$ cat src/rtl/sha256_pkg.sv
// ---------------------------------------------------------------------------
// sha256_pkg
// Shared definitions for the SHA-256 compression-round datapath:
//   - register-file addresses of the working variables a..h and of the
//     round command (address 0)
//   - the 64-entry round-constant table K[0..63]
//   - the four SHA-256 round functions (Sigma0, Sigma1, Ch, Maj)
//   - a packed struct bundling the eight working variables
// ---------------------------------------------------------------------------
package sha256_pkg;

  // Command / register-file addresses
  localparam logic [3:0] ADDR_ROUND = 4'd0;
  localparam logic [3:0] ADDR_A     = 4'd1;
  localparam logic [3:0] ADDR_B     = 4'd2;
  localparam logic [3:0] ADDR_C     = 4'd3;
  localparam logic [3:0] ADDR_D     = 4'd4;
  localparam logic [3:0] ADDR_E     = 4'd5;
  localparam logic [3:0] ADDR_F     = 4'd6;
  localparam logic [3:0] ADDR_G     = 4'd7;
  localparam logic [3:0] ADDR_H     = 4'd8;

  // The eight working variables, a in the most significant slot
  typedef struct packed {
    logic [31:0] a;
    logic [31:0] b;
    logic [31:0] c;
    logic [31:0] d;
    logic [31:0] e;
    logic [31:0] f;
    logic [31:0] g;
    logic [31:0] h;
  } work_vars_t;

  // SHA-256 round constants K[0..63]
  localparam logic [31:0] K_TABLE [0:63] = '{
    32'h428a2f98, 32'h71374491, 32'hb5c0fbcf, 32'he9b5dba5,
    32'h3956c25b, 32'h59f111f1, 32'h923f82a4, 32'hab1c5ed5,
    32'hd807aa98, 32'h12835b01, 32'h243185be, 32'h550c7dc3,
    32'h72be5d74, 32'h80deb1fe, 32'h9bdc06a7, 32'hc19bf174,
    32'he49b69c1, 32'hefbe4786, 32'h0fc19dc6, 32'h240ca1cc,
    32'h2de92c6f, 32'h4a7484aa, 32'h5cb0a9dc, 32'h76f988da,
    32'h983e5152, 32'ha831c66d, 32'hb00327c8, 32'hbf597fc7,
    32'hc6e00bf3, 32'hd5a79147, 32'h06ca6351, 32'h14292967,
    32'h27b70a85, 32'h2e1b2138, 32'h4d2c6dfc, 32'h53380d13,
    32'h650a7354, 32'h766a0abb, 32'h81c2c92e, 32'h92722c85,
    32'ha2bfe8a1, 32'ha81a664b, 32'hc24b8b70, 32'hc76c51a3,
    32'hd192e819, 32'hd6990624, 32'hf40e3585, 32'h106aa070,
    32'h19a4c116, 32'h1e376c08, 32'h2748774c, 32'h34b0bcb5,
    32'h391c0cb3, 32'h4ed8aa4a, 32'h5b9cca4f, 32'h682e6ff3,
    32'h748f82ee, 32'h78a5636f, 32'h84c87814, 32'h8cc70208,
    32'h90befffa, 32'ha4506ceb, 32'hbef9a3f7, 32'hc67178f2
  };

  function automatic logic [31:0] rotr(input logic [31:0] x, input int unsigned n);
    return (x >> n) | (x << (32 - n));
  endfunction

  // Sigma0(a) = ROTR2 ^ ROTR13 ^ ROTR22
  function automatic logic [31:0] big_sigma0(input logic [31:0] x);
    return rotr(x, 2) ^ rotr(x, 13) ^ rotr(x, 22);
  endfunction

  // Sigma1(e) = ROTR6 ^ ROTR11 ^ ROTR25
  function automatic logic [31:0] big_sigma1(input logic [31:0] x);
    return rotr(x, 6) ^ rotr(x, 11) ^ rotr(x, 25);
  endfunction

  function automatic logic [31:0] ch(input logic [31:0] e, input logic [31:0] f,
                                     input logic [31:0] g);
    return (e & f) ^ (~e & g);
  endfunction

  function automatic logic [31:0] maj(input logic [31:0] a, input logic [31:0] b,
                                      input logic [31:0] c);
    return (a & b) ^ (a & c) ^ (b & c);
  endfunction

endpackage

$ cat src/rtl/sha256_round_logic.sv
// ---------------------------------------------------------------------------
// sha256_round_logic
// Purely combinational SHA-256 round: maps the current working variables,
// the round constant K[t] and the message word W[t] to the next working
// variables (new a and e, the rest shifted down by one position).
// Ports:
//   i_vars  in  work_vars_t  current a..h
//   i_k     in  32           round constant K[t]
//   i_w     in  32           message schedule word W[t]
//   o_vars  out work_vars_t  next a..h
// ---------------------------------------------------------------------------
module sha256_round_logic
  import sha256_pkg::*;
(
  input  work_vars_t  i_vars,
  input  logic [31:0] i_k,
  input  logic [31:0] i_w,
  output work_vars_t  o_vars
);

  logic [31:0] w_t1;
  logic [31:0] w_t2;

  // All additions wrap modulo 2^32 through the 32-bit result width
  assign w_t1 = i_vars.h + big_sigma1(i_vars.e) + ch(i_vars.e, i_vars.f, i_vars.g)
              + i_k + i_w;
  assign w_t2 = big_sigma0(i_vars.a) + maj(i_vars.a, i_vars.b, i_vars.c);

  assign o_vars.a = w_t1 + w_t2;
  assign o_vars.b = i_vars.a;
  assign o_vars.c = i_vars.b;
  assign o_vars.d = i_vars.c;
  assign o_vars.e = i_vars.d + w_t1;
  assign o_vars.f = i_vars.e;
  assign o_vars.g = i_vars.f;
  assign o_vars.h = i_vars.g;

endmodule

$ cat src/rtl/sha256_main_block.sv
// ---------------------------------------------------------------------------
// sha256_main_block
// SHA-256 compression-round datapath. A 16-word register file holds the
// working variables a..h at addresses 1..8 and scratch words at 9..15;
// address 0 is not storage and always reads 0.
// Every rising clock edge executes exactly one command chosen by
// mem_in_addr: 1..15 loads in_var into that word, 0 runs one round using
// K[k_num] and in_w (scratch words hold).
// Ports:
//   clk           in   1   system clock
//   rst           in   1   asynchronous active-high reset, clears all words
//   in_var        in  32   load data
//   in_w          in  32   message word W[t]
//   k_num         in   6   round index t
//   mem_in_addr   in   4   command / write address
//   mem_out_addr  in   4   readback address
//   en_mem_out    in   1   readback enable (0 forces out_var to 0)
//   out_var       out 32   readback data
// Configuration macro SHA256_MAIN_BLOCK_OUT_REG_EN: when defined, out_var
// is registered (one clock read latency, 0 after reset); otherwise it is a
// combinational read of the current register contents.
// ---------------------------------------------------------------------------
module sha256_main_block
  import sha256_pkg::*;
(
  input  logic        clk,
  input  logic        rst,
  input  logic [31:0] in_var,
  input  logic [31:0] in_w,
  input  logic [5:0]  k_num,
  input  logic [3:0]  mem_in_addr,
  input  logic [3:0]  mem_out_addr,
  input  logic        en_mem_out,
  output logic [31:0] out_var
);

  // Word 0 has no storage behind it
  logic [31:0] r_mem [1:15];
  logic [31:0] w_mem_view [0:15];
  logic [31:0] w_rd_data;
  work_vars_t  w_cur;
  work_vars_t  w_next;

  assign w_mem_view[0] = 32'h0000_0000;
  for (genvar gi = 1; gi < 16; gi++) begin : g_view
    assign w_mem_view[gi] = r_mem[gi];
  end

  assign w_rd_data = w_mem_view[mem_out_addr];

  assign w_cur.a = r_mem[ADDR_A];
  assign w_cur.b = r_mem[ADDR_B];
  assign w_cur.c = r_mem[ADDR_C];
  assign w_cur.d = r_mem[ADDR_D];
  assign w_cur.e = r_mem[ADDR_E];
  assign w_cur.f = r_mem[ADDR_F];
  assign w_cur.g = r_mem[ADDR_G];
  assign w_cur.h = r_mem[ADDR_H];

  sha256_round_logic u_round (
    .i_vars (w_cur),
    .i_k    (K_TABLE[k_num]),
    .i_w    (in_w),
    .o_vars (w_next)
  );

  // Register file: either one round update of a..h or a single-word load
  always_ff @(posedge clk or posedge rst) begin
    if (rst) begin
      for (int i = 1; i < 16; i++) begin
        r_mem[i] <= 32'h0000_0000;
      end
    end else if (mem_in_addr == ADDR_ROUND) begin
      r_mem[ADDR_A] <= w_next.a;
      r_mem[ADDR_B] <= w_next.b;
      r_mem[ADDR_C] <= w_next.c;
      r_mem[ADDR_D] <= w_next.d;
      r_mem[ADDR_E] <= w_next.e;
      r_mem[ADDR_F] <= w_next.f;
      r_mem[ADDR_G] <= w_next.g;
      r_mem[ADDR_H] <= w_next.h;
    end else begin
      for (int i = 1; i < 16; i++) begin
        if (mem_in_addr == 4'(i)) begin
          r_mem[i] <= in_var;
        end
      end
    end
  end

`ifdef SHA256_MAIN_BLOCK_OUT_REG_EN
  logic [31:0] r_out;

  // Registered readback: one clock of latency
  always_ff @(posedge clk or posedge rst) begin
    if (rst) begin
      r_out <= 32'h0000_0000;
    end else begin
      r_out <= en_mem_out ? w_rd_data : 32'h0000_0000;
    end
  end

  assign out_var = r_out;
`else
  // Combinational readback: a same-cycle write is seen only after the edge
  assign out_var = en_mem_out ? w_rd_data : 32'h0000_0000;
`endif

endmodule

$ cat config.mk
export PLATFORM = sky130hd
export DESIGN_NAME = sha256_main_block
export DESIGN_NICKNAME = d
export VERILOG_FILES = /design/src/rtl/sha256_pkg.sv /design/src/rtl/sha256_round_logic.sv /design/src/rtl/sha256_main_block.sv
export SDC_FILE = /design/constraint.sdc
export NUM_CORES = 2
export LEC_CHECK = 0
export ABC_AREA = 1
export BUFFER_PORTS_ARGS = -buffer_cell sky130_fd_sc_hd__buf_2
export CORE_ASPECT_RATIO = 0.6
export CORE_MARGIN = 4
export CORE_UTILIZATION = 40
export DETAILED_ROUTE_END_ITERATION = 10
export PLACE_DENSITY = 0.64
export SYNTH_ARGS = -nofsm -noshare
export SYNTH_HDL_FRONTEND = slang
export SYNTH_SLANG_ARGS = --single-unit
$ cat constraint.sdc
create_clock -name clk -period 23.9 [get_ports clk]
set_clock_uncertainty 0.1 [all_clocks]
set_input_delay 3.585 -clock clk [delete_from_list [all_inputs] [get_ports clk]]
set_output_delay 3.585 -clock clk [all_outputs]
set_load 0.02 [all_outputs]
==> impl_metrics.py <==
metrics = {
    "global_route": {
        "grt_pass1_wl_mm": 232,
        "antenna_found_initial": 9,
        "grt_pass1_vias": 31859,
        "grt-ovfl-total": 0,
        "grt_max_degree": 143,
        "grtUsageTotal_pct": 33.0,
    },
    "yosys": {
        "synth_edf_count": 0,
        "synth-xor-area-share_pct": 3.99,
        "async_reset_ff_share_pct": 100,
        "yosysWarnings": 0,
        "synth_top_area_share_pct": 33.2,
        "ys_seq_area_share_pct": 33.2,
        "synth_fa_ha_area_share_pct": 10.7,
        "synthTopCellsByArea": "dfrtp_1 33%, o21ai_0 9.0%, nand2_1 8.1%, fa_1 6.9%, inv_1 6.9%",
        "syn_avg_cell_area_um2": 7.40,
        "synth_nets": 5211,
        "netlist_area_um2": 36200,
        "synthMuxAreaShare_pct": 0,
        "syn_inst": 4894,
        "ys_ff_latch": 480,
        "synth_compound_gate_area_share_pct": 25.4,
        "ys.flop_type": "dfrtp_1",
        "synth_top_family_by_area": "compound AO/OA/AOI/OAI gates",
        "synth_top_cell_by_area": "dfrtp_1",
        "synth_simple_gate_area_share_pct": 16.2,
        "synth_cell_types": 61,
    },
    "clock_network": {
        "cts_tree": "yes",
        "clock_path_buffers": 3,
        "cts_made_buffers": 47,
        "cts_sinks": 480,
        "clock_latency_ns": 0.61,
        "cts_setup_buffers": 0,
        "cts.repair.resized": 0,
        "hold_buffers": 0,
        "ctsRootBufferMaster": "clkbuf_16",
        "htreeDepth": 2,
        "path_clk_slew_ns": 0.07,
    },
    "detailed_routing": {
        "drc": 0,
        "vias_per_cell": 5.94,
        "wl_mm": 162,
        "wl_per_cell_um": 26.7,
        "vias": 36009,
        "antenna_left": 0,
        "drtIter0Drc": 5612,
        "drtPass1Iterations": 8,
    },
    "setup_path": {
        "cpPeakStageDelay_ns": 0.66,
        "cp-end-kind": "flop",
        "path_max_fanout": 12,
        "arrival_ns": 11.95,
        "start_kind": "input pin",
        "worst-setup-path-type": "input pin to flop",
        "cp_slowest_cell": "nor2_1",
        "cp_data_required_time_ns": 24.26,
        "crit_path_frequent_cell": "nand2_1",
    },
    "final_layout": {
        "multiInputGateArea_um2": 20500,
        "top_register": "r_mem",
        "fin_nets": 5123,
        "register_area_um2": 12000,
        "areaGrowthSynthToFinish_pct": 8.24,
        "n_antenna_cell": 0,
        "drive_gt1_share_pct": 6.92,
        "final_cell_area_um2": 39200,
        "top_regs": "r_mem: 480 flops",
        "largest_register_ffs": 480,
        "fillerInstances": 9331,
    },
    "sta": {
        "final.setup.tns_ns": 0,
        "finalCriticalPeriod_ns": 11.59,
        "relSlewSlack_pct": 17.5,
        "whs_ns": 0.378,
        "tightest_slew_ns": 1.22,
        "maxSlewViolCount": 0,
        "final-hold-violation-count": 0,
        "timing.fmax_ghz": 0.0863,
        "finalSetupViolations": 0,
        "post-route-period-util_pct": 48.5,
        "rsz0062_at_grt": "false",
    },
    "die": {
        "io_pins": 113,
        "dieArea_um2": 95500,
        "die_w_um": 396,
        "die_h_um": 241,
        "design.core.area_um2": 89700,
        "core.rowCount": 85,
        "start_util_pct": 40.4,
    },
    "worst_hold_path": {
        "hp-class": "flop to flop",
    },
    "placed_design": {
        "place_area_um2": 37600,
        "portBuffers": 112,
        "dp_hpwl_mm": 123,
        "globalplace.congestion": 1.06,
    },
    "flow_run": {
        "maxCapViolations": 0,
    },
    "status": {
        "outcome": "complete, no violations",
    },
}
[kinds of logic (layout without fill, tap and decap cells)]
| family | Yosys count | in the layout |
|---|---|---|
| AND/OR/NAND/NOR | 1443 | 1443 |
| AO/OA/AOI/OAI | 1581 | 1581 |
| flip-flops | 480 | 480 |
| XOR/XNOR | 164 | 164 |
| buffers and inverters | 990 | 937 |
| adder cells (fa/ha/maj) | 236 | 236 |
[Yosys cell counts (5+ instances only)]
| cell | count |
|---|---|
| o21ai_2 | 10 |
| nand4_1 | 11 |
| nor3_1 | 60 |
| a31oi_1 | 38 |
| clkbuf_1 | 227 |
| o211ai_1 | 89 |
| o311ai_0 | 31 |
| o21ai_1 | 8 |
| fa_1 | 125 |
| o221ai_1 | 70 |
| o311ai_1 | 10 |
| buf_2 | 49 |
| o21bai_1 | 15 |
| ha_1 | 111 |
| buf_1 | 29 |
| or2_2 | 13 |
| inv_2 | 15 |
| a32oi_1 | 21 |
| nor2_1 | 386 |
| nand2_1 | 783 |
| nor4_1 | 6 |
| xor2_1 | 84 |
| a21oi_2 | 9 |
| a21o_1 | 12 |
| a211oi_1 | 43 |
| a22oi_1 | 45 |
| o22ai_1 | 15 |
| o31ai_1 | 7 |
| xnor2_1 | 79 |
| dfrtp_1 | 480 |
| nand3_1 | 154 |
| o21ai_0 | 653 |
| a21oi_1 | 473 |
| nor2_2 | 5 |
| o2111ai_1 | 6 |
| nand2_2 | 10 |
| inv_1 | 663 |
[per-layer routing]
layer  global-route usage [%]  vias to the layer above  part of all wire (%)
met4                     5.55                        0                   1.9
met1                     54.2                    17427                    48
met2                     40.9                     2251                    36
li1                         -                    16163                     -
met5                        0                        -                     0
met3                     10.9                      168                    14
[cell usage in the layout (no fill, tap or decap), drive strengths merged, types with 6 or more instances in the layout]
| cell | netlist | layout |
|---|---|---|
| a21o | 12 | 12 |
| nor3 | 60 | 60 |
| xor2 | 85 | 85 |
| or2 | 17 | 17 |
| o21bai | 15 | 15 |
| clkbuf | 231 | 70 |
| a211oi | 43 | 43 |
| o211ai | 89 | 89 |
| o22ai | 15 | 15 |
| nor4 | 8 | 8 |
| inv | 678 | 679 |
| clkinv | 2 | 10 |
| ha | 111 | 111 |
| a21oi | 483 | 483 |
| xnor2 | 79 | 79 |
| fa | 125 | 125 |
| a31oi | 38 | 38 |
| nand3 | 156 | 156 |
| o221ai | 70 | 70 |
| o31ai | 7 | 7 |
| nand4 | 11 | 11 |
| o2111ai | 6 | 6 |
| a22oi | 45 | 45 |
| nand2 | 793 | 793 |
| a32oi | 21 | 21 |
| o21ai | 671 | 671 |
| buf | 79 | 172 |
| dfrtp | 480 | 480 |
| o311ai | 41 | 41 |
| nor2 | 392 | 392 |
| a21boi | 6 | 6 |
[final timing paths]
check	slack, ns	endpoint	from	cells past startpoint
max	12.31	r_mem[474]$_DFFE_PP0P_	k_num[1]	39
min	0.38	r_mem[117]$_DFFE_PP0P_	r_mem[117]$_DFFE_PP0P_	2
max reg2reg	15.67	r_mem[474]$_DFFE_PP0P_	r_mem[346]$_DFFE_PP0P_	33
min reg2reg	0.38	r_mem[117]$_DFFE_PP0P_	r_mem[117]$_DFFE_PP0P_	2
max in group asynchronous	18.52	r_mem[22]$_DFFE_PP0P_	rst	4
min in group asynchronous	3.03	r_mem[228]$_DFFE_PP0P_	rst	2
[stage by stage]
step                      utilization (%)  std cells  worst slack [ns]
final                                43.7       6059             12.31
after global routing                 43.7       6059             12.11
after CTS                            43.7       6059             12.84
after detailed placement             42.0       5975             12.22
after global placement               42.0       5975             12.26
after floorplan                         -       4894              6.82
[cell type report]
cell class                 count  area share [%]
timing repair buffer         173            2.66
multi-input combinational   3424            52.2
inverter                     680            6.57
sequential                   480            30.7
clock buffer                  69            3.52
tap                         1218            3.89
clock inverter                15           0.469
[critical path: cells and delay by family]
family	cells	cell delay [ns]
and+or+nand+nor	16	2.34
xor gates and xnor gates	1	0.39
AOI/OAI and AO/OA	8	1.93
adders and majority gates	6	2.52
buffers and inverters	8	1.19
Power is not shown: default switching activity piles up to over one toggle a cycle in this logic, so the estimate is an artifact.
